===== config.mk =====
export PLATFORM = sky130hd
export DESIGN_NAME = multicycle_ctrl
export DESIGN_NICKNAME = d
export VERILOG_FILES = /design/src/rtl/multicycle_ctrl.sv
export SDC_FILE = /design/constraint.sdc
export NUM_CORES = 1
export LEC_CHECK = 0
export CAP_MARGIN = 10
export CORE_ASPECT_RATIO = 0.75
export CORE_MARGIN = 2
export CORE_UTILIZATION = 50
export DETAILED_ROUTE_END_ITERATION = 8
export GPL_ROUTABILITY_DRIVEN = 0
export HOLD_SLACK_MARGIN = 0.02
export PLACE_DENSITY = 0.86
export SLEW_MARGIN = 20
export SYNTH_ARGS = -nofsm -noshare
export SYNTH_HDL_FRONTEND = slang
export SYNTH_SLANG_ARGS = --single-unit

===== constraint.sdc =====
create_clock -name clk -period 3.7 [get_ports clk]
set_input_delay 0.74 -clock clk [delete_from_list [all_inputs] [get_ports clk]]
set_output_delay 0.74 -clock clk [all_outputs]
set_load 0.005 [all_outputs]

===== src/rtl/multicycle_ctrl.sv =====
`default_nettype none
// ============================================================================
//  Module   : multicycle_ctrl
//  Purpose  : Control FSM for a multi-cycle MIPS datapath with one shared ALU
//             and a single memory. It steps each instruction through
//             FETCH/DECODE/EXEC/MEM/WB, issues the per-state write enables,
//             and holds the datapath selects steady for the whole instruction.
//             It also handles syscall halt/resume and keeps the cycle and
//             retired-instruction counters used for CPI measurement.
//  Ports    : clk, rst_n (async, active-low)
//             op/func       - instruction fields from the IR
//             equal         - ALU rs==rt flag, used by beq/bne in EXEC
//             syscall_halt  - $v0==10, selects halt vs display for syscall
//             go            - resume request, only looked at while halted
//             pc_write/pc_sel/ir_write/reg_write/jal_link/mem_write
//                           - datapath write enables and PC source select
//             mem_to_reg/alu_src/reg_dst/ext_op/alu_op
//                           - held datapath selects
//             sys_disp/illegal/halted      - status
//             cycle_cnt/instr_cnt          - CPI counters, wrap silently
//  Revision : 1.0  initial release
// ============================================================================
module multicycle_ctrl #(
    parameter int COUNT_W = 32
) (
    input  logic               clk,
    input  logic               rst_n,
    input  logic [5:0]         op,
    input  logic [5:0]         func,
    input  logic               equal,
    input  logic               syscall_halt,
    input  logic               go,
    output logic               pc_write,
    output logic [1:0]         pc_sel,
    output logic               ir_write,
    output logic               reg_write,
    output logic               jal_link,
    output logic               mem_write,
    output logic               mem_to_reg,
    output logic               alu_src,
    output logic               reg_dst,
    output logic [1:0]         ext_op,
    output logic [3:0]         alu_op,
    output logic               sys_disp,
    output logic               illegal,
    output logic               halted,
    output logic [COUNT_W-1:0] cycle_cnt,
    output logic [COUNT_W-1:0] instr_cnt
);

    localparam logic [2:0] c_IDLE   = 3'd0;
    localparam logic [2:0] c_FETCH  = 3'd1;
    localparam logic [2:0] c_DECODE = 3'd2;
    localparam logic [2:0] c_EXEC   = 3'd3;
    localparam logic [2:0] c_MEM    = 3'd4;
    localparam logic [2:0] c_WB     = 3'd5;
    localparam logic [2:0] c_HALT   = 3'd6;

    // Instruction classes; each class has one fixed state sequence.
    localparam logic [3:0] c_CL_RALU = 4'd0;
    localparam logic [3:0] c_CL_IALU = 4'd1;
    localparam logic [3:0] c_CL_LW   = 4'd2;
    localparam logic [3:0] c_CL_SW   = 4'd3;
    localparam logic [3:0] c_CL_BEQ  = 4'd4;
    localparam logic [3:0] c_CL_BNE  = 4'd5;
    localparam logic [3:0] c_CL_J    = 4'd6;
    localparam logic [3:0] c_CL_JAL  = 4'd7;
    localparam logic [3:0] c_CL_JR   = 4'd8;
    localparam logic [3:0] c_CL_SYS  = 4'd9;
    localparam logic [3:0] c_CL_ILL  = 4'd10;

    logic [2:0]         state_q, state_d;
    logic [COUNT_W-1:0] cycle_cnt_q, cycle_cnt_d;
    logic [COUNT_W-1:0] instr_cnt_q, instr_cnt_d;

    logic [3:0] w_cls;
    logic [3:0] w_alu_op;
    logic [1:0] w_ext_op;
    logic       w_alu_src;
    logic       w_reg_dst;
    logic       w_sel_en;
    logic       w_retire;
    logic       w_taken;

    // ------------------------------------------------------------------
    // Instruction decode. The IR does not change between DECODE and the
    // next FETCH, so these stay constant for the whole instruction.
    // ------------------------------------------------------------------
    always_comb begin
        w_cls     = c_CL_ILL;
        w_alu_op  = 4'b1101;
        w_ext_op  = 2'b00;
        w_alu_src = 1'b0;
        w_reg_dst = 1'b0;
        case (op)
            6'b000000: begin
                w_cls     = c_CL_RALU;
                w_reg_dst = 1'b1;
                case (func)
                    6'b100000, 6'b100001: w_alu_op = 4'b0101;
                    6'b100010:            w_alu_op = 4'b0110;
                    6'b100100:            w_alu_op = 4'b0111;
                    6'b100101:            w_alu_op = 4'b1000;
                    6'b100111:            w_alu_op = 4'b1010;
                    6'b101010:            w_alu_op = 4'b1011;
                    6'b101011:            w_alu_op = 4'b1100;
                    6'b000000: begin w_alu_op = 4'b0000; w_ext_op = 2'b10; w_alu_src = 1'b1; end
                    6'b000011: begin w_alu_op = 4'b0001; w_ext_op = 2'b10; w_alu_src = 1'b1; end
                    6'b000010: begin w_alu_op = 4'b0010; w_ext_op = 2'b10; w_alu_src = 1'b1; end
                    6'b001000: begin w_cls = c_CL_JR;  w_reg_dst = 1'b0; end
                    6'b001100: begin w_cls = c_CL_SYS; w_reg_dst = 1'b0; end
                    default:   begin w_cls = c_CL_ILL; w_reg_dst = 1'b0; end
                endcase
            end
            6'b001000, 6'b001001: begin w_cls = c_CL_IALU; w_alu_op = 4'b0101; w_alu_src = 1'b1; end
            6'b001100: begin w_cls = c_CL_IALU; w_alu_op = 4'b0111; w_alu_src = 1'b1; end
            6'b001101: begin w_cls = c_CL_IALU; w_alu_op = 4'b1000; w_alu_src = 1'b1; w_ext_op = 2'b01; end
            6'b001010: begin w_cls = c_CL_IALU; w_alu_op = 4'b1011; w_alu_src = 1'b1; end
            6'b100011: begin w_cls = c_CL_LW;   w_alu_op = 4'b0101; w_alu_src = 1'b1; end
            6'b101011: begin w_cls = c_CL_SW;   w_alu_op = 4'b0101; w_alu_src = 1'b1; end
            6'b000100: w_cls = c_CL_BEQ;
            6'b000101: w_cls = c_CL_BNE;
            6'b000010: w_cls = c_CL_J;
            6'b000011: w_cls = c_CL_JAL;
            default:   w_cls = c_CL_ILL;
        endcase
    end

    assign w_sel_en = (state_q == c_DECODE) || (state_q == c_EXEC) ||
                      (state_q == c_MEM)    || (state_q == c_WB);
    assign w_taken  = (w_cls == c_CL_BEQ) ? equal : !equal;

    // Last cycle of every legal instruction; the halting syscall counts too.
    assign w_retire = ((state_q == c_DECODE) &&
                       ((w_cls == c_CL_J) || (w_cls == c_CL_JAL) ||
                        (w_cls == c_CL_JR) || (w_cls == c_CL_SYS))) ||
                      ((state_q == c_EXEC) &&
                       ((w_cls == c_CL_BEQ) || (w_cls == c_CL_BNE))) ||
                      ((state_q == c_MEM) && (w_cls == c_CL_SW)) ||
                      (state_q == c_WB);

    // ------------------------------------------------------------------
    // Next state and counters
    // ------------------------------------------------------------------
    always_comb begin
        state_d = state_q;
        case (state_q)
            c_IDLE:   state_d = c_FETCH;
            c_FETCH:  state_d = c_DECODE;
            c_DECODE: begin
                case (w_cls)
                    c_CL_J, c_CL_JAL, c_CL_JR, c_CL_ILL: state_d = c_FETCH;
                    c_CL_SYS: state_d = syscall_halt ? c_HALT : c_FETCH;
                    default:  state_d = c_EXEC;
                endcase
            end
            c_EXEC: begin
                if ((w_cls == c_CL_BEQ) || (w_cls == c_CL_BNE))     state_d = c_FETCH;
                else if ((w_cls == c_CL_LW) || (w_cls == c_CL_SW)) state_d = c_MEM;
                else                                                state_d = c_WB;
            end
            c_MEM:    state_d = (w_cls == c_CL_LW) ? c_WB : c_FETCH;
            c_WB:     state_d = c_FETCH;
            c_HALT:   state_d = go ? c_FETCH : c_HALT;
            default:  state_d = c_IDLE;
        endcase

        cycle_cnt_d = cycle_cnt_q;
        if ((state_q == c_FETCH) || w_sel_en) begin
            cycle_cnt_d = cycle_cnt_q + COUNT_W'(1);
        end
        instr_cnt_d = instr_cnt_q;
        if (w_retire) begin
            instr_cnt_d = instr_cnt_q + COUNT_W'(1);
        end
    end

    always_ff @(posedge clk or negedge rst_n) begin
        if (!rst_n) begin
            state_q     <= c_IDLE;
            cycle_cnt_q <= '0;
            instr_cnt_q <= '0;
        end else begin
            state_q     <= state_d;
            cycle_cnt_q <= cycle_cnt_d;
            instr_cnt_q <= instr_cnt_d;
        end
    end

    // ------------------------------------------------------------------
    // Outputs (Moore in state, plus the held decode and the branch flag)
    // ------------------------------------------------------------------
    always_comb begin
        pc_write   = 1'b0;
        pc_sel     = 2'd0;
        ir_write   = 1'b0;
        reg_write  = 1'b0;
        jal_link   = 1'b0;
        mem_write  = 1'b0;
        sys_disp   = 1'b0;
        illegal    = 1'b0;
        halted     = 1'b0;
        alu_op     = w_sel_en ? w_alu_op  : 4'b0000;
        ext_op     = w_sel_en ? w_ext_op  : 2'b00;
        alu_src    = w_sel_en & w_alu_src;
        reg_dst    = w_sel_en & w_reg_dst;
        mem_to_reg = w_sel_en & (w_cls == c_CL_LW);
        case (state_q)
            c_FETCH: begin
                ir_write = 1'b1;
                pc_write = 1'b1;
            end
            c_DECODE: begin
                case (w_cls)
                    c_CL_J:   begin pc_write = 1'b1; pc_sel = 2'd2; end
                    c_CL_JAL: begin pc_write = 1'b1; pc_sel = 2'd2; reg_write = 1'b1; jal_link = 1'b1; end
                    c_CL_JR:  begin pc_write = 1'b1; pc_sel = 2'd3; end
                    c_CL_SYS: sys_disp = !syscall_halt;
                    c_CL_ILL: illegal  = 1'b1;
                    default:  ;
                endcase
            end
            c_EXEC: begin
                if (((w_cls == c_CL_BEQ) || (w_cls == c_CL_BNE)) && w_taken) begin
                    pc_write = 1'b1;
                    pc_sel   = 2'd1;
                end
            end
            c_MEM:   mem_write = (w_cls == c_CL_SW);
            c_WB:    reg_write = 1'b1;
            c_HALT:  halted    = 1'b1;
            default: ;
        endcase
    end

    assign cycle_cnt = cycle_cnt_q;
    assign instr_cnt = instr_cnt_q;

endmodule
`default_nettype wire


=== Word level (Yosys, flattened, before mapping) ===
Index checks and enable logic that the tools add are counted.

* Flip-flop bits (word level): 67
* Input port bits: 17
* Output and inout bits: 83
* Logic and storage cells: 113

* $add $sub $neg: 2
* Equal/unequal tests: 38
* Muxes and demuxes: 36
* Bitwise logic cells: 3
* Reduce and logical (&&, ||, !) cells: 31

{| class="wikitable"
|+ Operator list
! kind !! count
|-
| $add 32x1->32 const B || 2
|-
| $eq 6x6->1 const B || 10
|-
| $eq 6x4->1 const B || 7
|-
| $pmux 4 s10 || 1
|-
| $pmux 4 s8 || 1
|-
| $eq 6x2->1 const B || 4
|-
| $pmux 4 s5 || 1
|-
| $pmux 3 s6 || 1
|-
| $mux 1 || 17
|-
| $eq 4x3->1 const B || 4
|-
| $eq 4x4->1 const B || 3
|-
| $eq 6x3->1 const B || 2
|-
| $logic_not 6->1 || 2
|-
| $logic_or 1x1->1 || 12
|-
| $mux 3 || 4
|-
| $pmux 2 s2 || 3
|-
| $pmux 4 s3 || 1
|-
| $reduce_or 11->1 || 1
|-
| $eq 3x3->1 const B || 3
|-
| $eq 4x2->1 const B || 2
|-
| $reduce_or 4->1 || 2
|-
| $reduce_or 7->1 || 1
|-
| $eq 3x2->1 const B || 2
|-
| $pmux 3 s2 || 1
|-
| 12 further kinds || 23
|}

=== Depth between registers and ports, before layout ===
Gate-level depths: netlist (run 1).

* Depth after elaboration: 12
* Depth in mapped cells: 10
* Mapped depth without buffers: 9

=== Worst setup path after synthesis (run 1) ===
No wires, ideal clock.

* Path type: input-to-output
* Start: input port op[1]
* End: output port pc_write
* Data arrival time: 2421 ps
* Data required time: 2960 ps
* Setup slack: 539 ps
* Stages on the path: 8
* Path buffers: 2
* Path through: buf_6 -> buf_2 -> a221o_1 -> a221o_1 -> o21bai_2 -> or2_2 -> a21oi_1 -> or3b_2

* Cells in the longest elaborated chain, start to end: 8
* Elaborated cells on any way between the ends: 26
* Classes of those cells: eq/ne (16); mux (5); reduce/logical (5)

{| class="wikitable"
|+ Ends and longest elaborated chain
! element !! line !! RTL
|-
| from (decl) || 28 || <nowiki>input logic [5:0] op,</nowiki>
|-
| $eq 6x4->1 || 95 || <nowiki>case (op)</nowiki>
|-
| $reduce_or 5->1 (no line) || n/a ||
|-
| $pmux 4 s8 (*) || 95 ||
|-
| $eq 4x3->1 (on tied branches) || 131, 224 ||
|-
| $mux 1 or $logic_or 1x1->1 (tied branches) || 131, 224 ||
|-
| $logic_and 1x1->1 || 224 || <nowiki>if (((w_cls == c_CL_BEQ) || (w_cls == c_CL_BNE)) && w_taken) begin</nowiki>
|-
| $mux 1 || 224 ||
|-
| $pmux 1 s3 (*) || 208 || <nowiki>case (state_q)</nowiki>
|-
| to (decl) || 33 || <nowiki>output logic pc_write,</nowiki>
|}

Every way passes the cells marked *; elsewhere a longest branch is shown, timed or not.

=== Worst setup path in the final report (run 1) ===
* Start: input port func[1]
* End: output port jal_link

* Cells in the longest elaborated chain, start to end: 7
* Elaborated cells on any way between the ends: 19
* Classes of those cells: eq/ne (13); mux (4); reduce/logical (2)

{| class="wikitable"
|+ Ends and longest elaborated chain
! element !! line !! RTL
|-
| from (decl) || 29 || <nowiki>input logic [5:0] func,</nowiki>
|-
| $eq 6x2->1, or another cell as far along || 99 || <nowiki>case (func)</nowiki>
|-
| $reduce_or 11->1 (no line) || n/a ||
|-
| $pmux 4 s3 (*) || 99 ||
|-
| $pmux 4 s8 (*) || 95 ||
|-
| $eq 4x3->1 (*) || 214 || <nowiki>case (w_cls)</nowiki>
|-
| $mux 1 (*) || 214 ||
|-
| $mux 1 (*) || 208 ||
|-
| to (decl) || 37 || <nowiki>output logic jal_link,</nowiki>
|}

Marks and branches as above.

==> results of run 1 <==
stage by stage:
stage	util (%)	TNS (ps)	power, W	worst slack (ps)
finish	74.5	0	0.00246	94.0
global route	74.5	-16.0	0.00259	-13.7
CTS	72.2	0	0.00237	4.87
detailed placement	68.0	-1980	0.00177	-365
global placement	68.0	-1360	0.00175	-320
floorplan	-	0	0.00137	539
sequential cells by signal, indices dropped and copies added (netlist names):
register,count
instr_cnt,32
cycle_cnt,32
state_q,3
power by group through the flow:
stage          sequential (W)  clock, W  combinational (W)
6_report             0.000944  0.000608           0.000904
5_1_grt              0.000962  0.000647           0.000977
4_1_cts              0.000938  0.000612           0.000825
3_5_place_dp         0.000950         0           0.000821
3_3_place_gp         0.000944         0           0.000803
2_1_floorplan        0.000904         0           0.000469
layout make-up:
cell class                      count  share of cell area, %
Multi-Input combinational cell    308                   40.4
Sequential cell                    67                   28.7
Timing Repair Buffer              154                   24.7
Tap cell                          105                   2.25
Clock buffer                       10                   2.18
Clock inverter                      6                   1.13
Inverter                           10                  0.642
layer usage:
| layer | global-route usage [%] | up-vias |
|---|---|---|
| met1 | 36.0 | 1872 |
| met5 | 0 | - |
| met4 | 7.44 | 0 |
| met3 | 4.76 | 19 |
| met2 | 40.5 | 157 |
| li1 | - | 1745 |
path summary, 6_finish.rpt:
check                                          start                        end  slack, ps
max                                          func[1]                   jal_link         90
min                                            rst_n   instr_cnt[6]$_DFFE_PN0P_        470
max reg2reg                 instr_cnt[4]$_DFFE_PN0P_  instr_cnt[29]$_DFFE_PN0P_        890
min reg2reg                instr_cnt[31]$_DFFE_PN0P_  instr_cnt[31]$_DFFE_PN0P_        480
max in group asynchronous                      rst_n   cycle_cnt[4]$_DFFE_PN0P_       2330
min in group clk           instr_cnt[31]$_DFFE_PN0P_  instr_cnt[31]$_DFFE_PN0P_        480
timing repair:
item,4_1_cts,5_1_grt
buffers inserted,10,3
pin swaps,4,9
setup endpoints to repair,11,34
hold buffers,0,0
gates cloned,0,2
gates resized for setup,27,36
kinds of logic after synthesis:
| group | after synthesis |
|---|---|
| xor+xnor | 66 |
| mux | 4 |
| buf+inv | 30 |
| simple gates | 186 |
| flops | 67 |
| compound gates | 50 |
| fa+ha+maj | 2 |
synth_stat cells (4+ instances only):
master and number:
dfrtp_1 67, xor2_1 41, nand2_1 31, xnor2_1 25, nor2_1 24, nand3_1 22
nor3_1 17, a21oi_1 14, nand4_1 13, and3_1 11, inv_1 10, nor4_2 8
and4_1 7, o21ai_0 7, nand2b_1 6, nor2b_1 6, and2_1 5, buf_4 5
clkbuf_1 5, nor3b_1 5, nor4_1 5, buf_2 4
worst max-delay path, cell delays in order:
cell and delay [ps]:
dlygate4sd2_1 280, nor2_4 140, a21oi_2 80, or3_4 370
a31o_1 190, buf_4 130, and2_1 160, and3_1 200
buf_4 130, clkdlybuf4s50_1 430
==> metrics.md, run 1 <==
| Metric | Value |
|---|---|
| Max Clk Rate | `277 MHz` |
| Sequential cell area | `1680 um2` |
| Fin crit share | `97.5%` |
| Max-slew headroom | `30.0%` |
| Worst-Skew Late Latency | `350 ps` |
| Worst EP required | `2960 ps` |
| Area of the multi-input gates | `2360 um2` |
| Num CTS Buffers | `9` |
| Tightest Pin Transition | `1050 ps` |
| Post-synthesis mux area share | `1.09%` |
| Fillers | `543` |
| Power per cell area | `420 nW/um2` |
| Via density | `5.75` |
| Crit path max fanout | `3` |
| H-tree depth | `3` |
| Final Max Tran Viols | `0` |
| Mapped Cells | `405` |
| Clk_skew | `9.07 ps` |
| First-pass DRT Iterations | `5` |
| Seq pwr share | `38.4%` |
| Wire per inst | `17.6 um` |
| CTS tree | `done` |
| Outcome | `complete, no violations` |
| Compound-Gate Fraction of Synth Area | `9.03%` |
| Synth area leader | `dfrtp_1` |
| Total number of vias | `3793` |
| Clock sinks | `67` |
| Total gr overflow | `0` |
| Die width | `108 um` |
| Syn Nets | `424` |
| Register area share after synthesis | `41.7%` |
| Area added between synthesis and finish | `45.4%` |
| WL final | `11600 um` |
| Final min period | `3610 ps` |
| Starting DRC count in detailed routing | `272` |
| Reg2Reg Depth | `8` |
| Clk buf depth | `2` |
| Max Cap Violations | `0` |
| Critical path type | `in2out` |
| Initial Util | `51.2%` |
| Nets | `569` |
| Top routing layer in use | `met4` |
| Routed length on met3 | `687 um` |
| Synth Cell Area | `4020 um2` |
| Final std cells w/o fill | `660` |
| Int Pwr | `0.00160 W` |
| Hold WS | `467 ps` |
| I/O pin count | `100` |
| Post-Synth Simple-Gate Area | `29.2%` |
| Sw Share | `34.8%` |
| Arr. time, crit path | `2870 ps` |
| Startpoint Class | `input port` |
| Largest net degree at the start of global routing | `37` |
| Layout cells sized above 1 | `22.3%` |
| Hpwl dp | `7850 um` |
| Synth Area in Adders | `0.623%` |
| Xor and xnor area share after synthesis | `14.4%` |
| Final antenna-violating net count | `0` |
| Clock transition at path regs | `80 ps` |
| Syn_area_per_cell | `9.92 um2` |
| Vias in the first global route | `3531` |
| Tightest Hold Check Type | `in2async` |
| Share of the synthesized area in the top cell type | `41.7%` |
| Design Area, Final | `5840 um2` |
| # diodes | `0` |
| Core Area | `7850 um2` |
| Async S/R FF share, synth | `100%` |
| Pleak | `2.77 nW` |
| Area contributors post-synth | `dfrtp_1, xor2_1, xnor2_1, nand2_1, nand3_1` |
| Initial antenna violation count | `0` |
| Endpoints failing setup | `0` |
| Met2 wire length | `5640 um` |
| Die area | `8780 um2` |
| Met1 wire length | `5110 um` |
| Placed cells | `629` |
| Critical Path End Type | `output port` |
| All-layer global routing usage | `25.6%` |
| Sw power | `0.000855 W` |
| DP Area | `5340 um2` |
| EDFF count, synth | `0` |
| Max VDD drop | `0.418 mV` |
| Hold Vio Cnt, Final | `0` |
| Die Y | `81.6 um` |
| # rows | `28` |
| Yosys warning count | `0` |
| Synth Flop Type | `dfrtp_1` |
| Count of cell types in the netlist | `62` |
| First-pass GRT wire length | `17600 um` |
| Synth Register Bits | `67` |
| Commonest non-fill, non-tap cells in the layout | `clkdlybuf4s50_1, dfrtp_1, buf_4` |
| Part of the power in combinational logic | `36.8%` |
| Largest family of logic cells by synthesized area | `simple AND/OR/NAND/NOR gates` |
| Most common cell after layout, fill and taps aside | `clkdlybuf4s50_1` |
| CTS root buf | `clkbuf_8` |
| PortBufs | `99` |
| Residual DRC | `0` |
| Clock share of power | `24.8%` |
(Power assumes the default switching activity.)
==> inputs of run 2 (changes only) <==
--- a/config.mk
+++ b/config.mk
@@ -7,7 +7,6 @@
 export LEC_CHECK = 0
 export CAP_MARGIN = 10
 export CORE_ASPECT_RATIO = 0.75
-export CORE_MARGIN = 2
 export CORE_UTILIZATION = 50
 export DETAILED_ROUTE_END_ITERATION = 8
 export GPL_ROUTABILITY_DRIVEN = 0
==> metrics.md, run 2 (synthesis gave the netlist of run 1 again) <==
| Metric | Value |
|---|---|
| Final Max Tran Viols | `0 (unchanged)` |
| Clock transition at path regs | `70 ps (about the same)` |
| CTS root buf | `clkbuf_8` |
| All-layer global routing usage | `25.6% (+0.068 points)` |
| WL final | `10900 um (-6.1%)` |
| Initial Util | `53.1% (+1.9 points)` |
| Most common cell after layout, fill and taps aside | `clkdlybuf4s50_1` |
| First-pass DRT Iterations | `4 (-1)` |
| Die Y | `79.6 um (-2.4%)` |
| Final min period | `3700 ps (+93.6 ps)` |
| Startpoint Class | `input port` |
| Seq pwr share | `39.4% (+1.0 points)` |
| Worst EP required | `2960 ps (about the same)` |
| Via density | `5.71 (-0.72%)` |
| Total gr overflow | `0 (unchanged)` |
| Final std cells w/o fill | `652 (-1.2%)` |
| # diodes | `0 (unchanged)` |
| Total number of vias | `3720 (-1.9%)` |
| Part of the power in combinational logic | `35.3% (-1.5 points)` |
| # rows | `27 (-3.6%)` |
| Arr. time, crit path | `2960 ps (+90 ps)` |
| Sw power | `0.000800 W (-6.4%)` |
| PortBufs | `99 (unchanged)` |
| Outcome | `complete, no violations` |
| Tightest Pin Transition | `859 ps (-189 ps)` |
| Residual DRC | `0 (unchanged)` |
| Pleak | `2.64 nW (-4.6%)` |
| Critical path type | `in2out` |
| Clock sinks | `67 (unchanged)` |
| Initial antenna violation count | `0 (unchanged)` |
| Vias in the first global route | `3487 (-1.2%)` |
| CTS tree | `done` |
| Int Pwr | `0.00163 W (+1.5%)` |
| Layout cells sized above 1 | `20.9% (-1.5 points)` |
| Endpoints failing setup | `0 (unchanged)` |
| Sw Share | `33.0% (-1.8 points)` |
| Tightest Hold Check Type | `reg2reg` |
| Power per cell area | `421 nW/um2 (+0.15%)` |
| Final antenna-violating net count | `0 (unchanged)` |
| Max VDD drop | `0.393 mV (-5.9%)` |
| Die area | `8400 um2 (-4.3%)` |
| Clock share of power | `25.4% (+0.6 points)` |
| Crit path max fanout | `8 (+5)` |
| Number of hold buffers added after cts | `0 (unchanged)` |
| Area added between synthesis and finish | `43.4%` |
| Clk buf depth | `2 (unchanged)` |
| Design Area, Final | `5760 um2 (-1.4%)` |
| Fin crit share | `100% (+2.5 points)` |
| Hpwl dp | `7730 um (-1.5%)` |
| Max Clk Rate | `270 MHz (-2.5%)` |
| Max Cap Violations | `0 (unchanged)` |
| Nets | `567 (-0.35%)` |
| H-tree depth | `3 (unchanged)` |
| Placed cells | `632 (+0.48%)` |
| Die width | `106 um (-1.9%)` |
| Core Area | `7570 um2 (-3.6%)` |
| Commonest non-fill, non-tap cells in the layout | `clkdlybuf4s50_1, dfrtp_1, buf_4` |
| Wire per inst | `16.8 um (-5.0%)` |
| Largest net degree at the start of global routing | `68 (+84%)` |
| Hold Vio Cnt, Final | `0 (unchanged)` |
| I/O pin count | `100 (unchanged)` |
| DP Area | `5380 um2 (+0.66%)` |
| Clk_skew | `6.07 ps (-3.00 ps)` |
| Starting DRC count in detailed routing | `220 (-19%)` |
| Max-slew headroom | `42.6% (+13 points)` |
| Num CTS Buffers | `9 (unchanged)` |
| Worst-Skew Late Latency | `330 ps (-20 ps)` |
| First-pass GRT wire length | `16900 um (-3.7%)` |
| Critical Path End Type | `output port` |
-- run 2: cell count changes in the layout (fill, tap and decap cells not counted), moves of 3 or more --
| cell | delta |
|---|---|
| nor4_4 | -5 |
| nor4_2 | +5 |
| clkbuf_8 | +3 |
| nor3_2 | -3 |
| clkbuf_2 | -5 |
| clkinvlp_4 | -3 |
-- run 2: repair_timing --
action                     CTS  global route
setup endpoints to repair   11            13
pin swaps                    2            12
resized for setup           20            27
setup buffers                1             5
-- run 2: worst paths after layout --
kind / start / endpoint / cells after the start / slack (ps)
worst max-delay path: func[4] / reg_write / 8 / 0.3
worst min-delay path: cycle_cnt[31]$_DFFE_PN0P_ / cycle_cnt[31]$_DFFE_PN0P_ / 1 / 470
worst max register to register: state_q[0]$_DFF_PN0_ / cycle_cnt[26]$_DFFE_PN0P_ / 8 / 850
worst min register to register: cycle_cnt[31]$_DFFE_PN0P_ / cycle_cnt[31]$_DFFE_PN0P_ / 1 / 470
max in group asynchronous: rst_n / state_q[0]$_DFF_PN0_ / 2 / 2550
min in group asynchronous: rst_n / instr_cnt[1]$_DFFE_PN0P_ / 2 / 600
-- run 2: cell type report --
type	instances	area, um2
multi-input combinational	308	2310
fill	542	1810
clock inverter	2	35.0
clock buffer	12	165
sequential	67	1680
tap	101	126
timing repair buffer	152	1410
inverter	10	37.5
-- run 2: routing by layer --
| metal | vias up | share of wire [%] | global-route usage, % |
|---|---|---|---|
| met1 | 1820 | 46 | 34.4 |
| met2 | 141 | 47 | 40.9 |
| met3 | 16 | 5.5 | 6.37 |
| met5 | - | 0 | 0 |
| met4 | 0 | 1.3 | 8.33 |
| li1 | 1743 | - | - |
-- run 2: critical path: stages --
cell	delay, ps
clkdlybuf4s50_1	450
buf_4	200
or3_1	350
a31o_1	260
and2_4	170
and3_4	170
a21o_1	160
clkdlybuf4s50_1	440
-- run 2: power groups by stage --
stage	combinational [W]	clock (W)	sequential [W]
floorplan	0.000469	0	0.000904
global placement	0.000803	0	0.000946
detailed placement	0.000829	0	0.000954
CTS	0.000839	0.000627	0.000950
global route	0.000921	0.000661	0.000963
finish	0.000856	0.000615	0.000954
-- run 2: per-stage QoR --
step	utilization, %	TNS, ps	total power (W)	setup slack, ps	hold WS, ps
3_3_place_gp	71.0	-1040	0.00175	-251	456
6_report	76.1	0	0.00243	0.318	474
2_1_floorplan	-	0	0.00137	539	444
5_1_grt	76.1	-21.3	0.00254	-21.3	502
4_1_cts	74.5	-306	0.00242	-85.6	477
3_5_place_dp	71.0	-1490	0.00178	-314	464
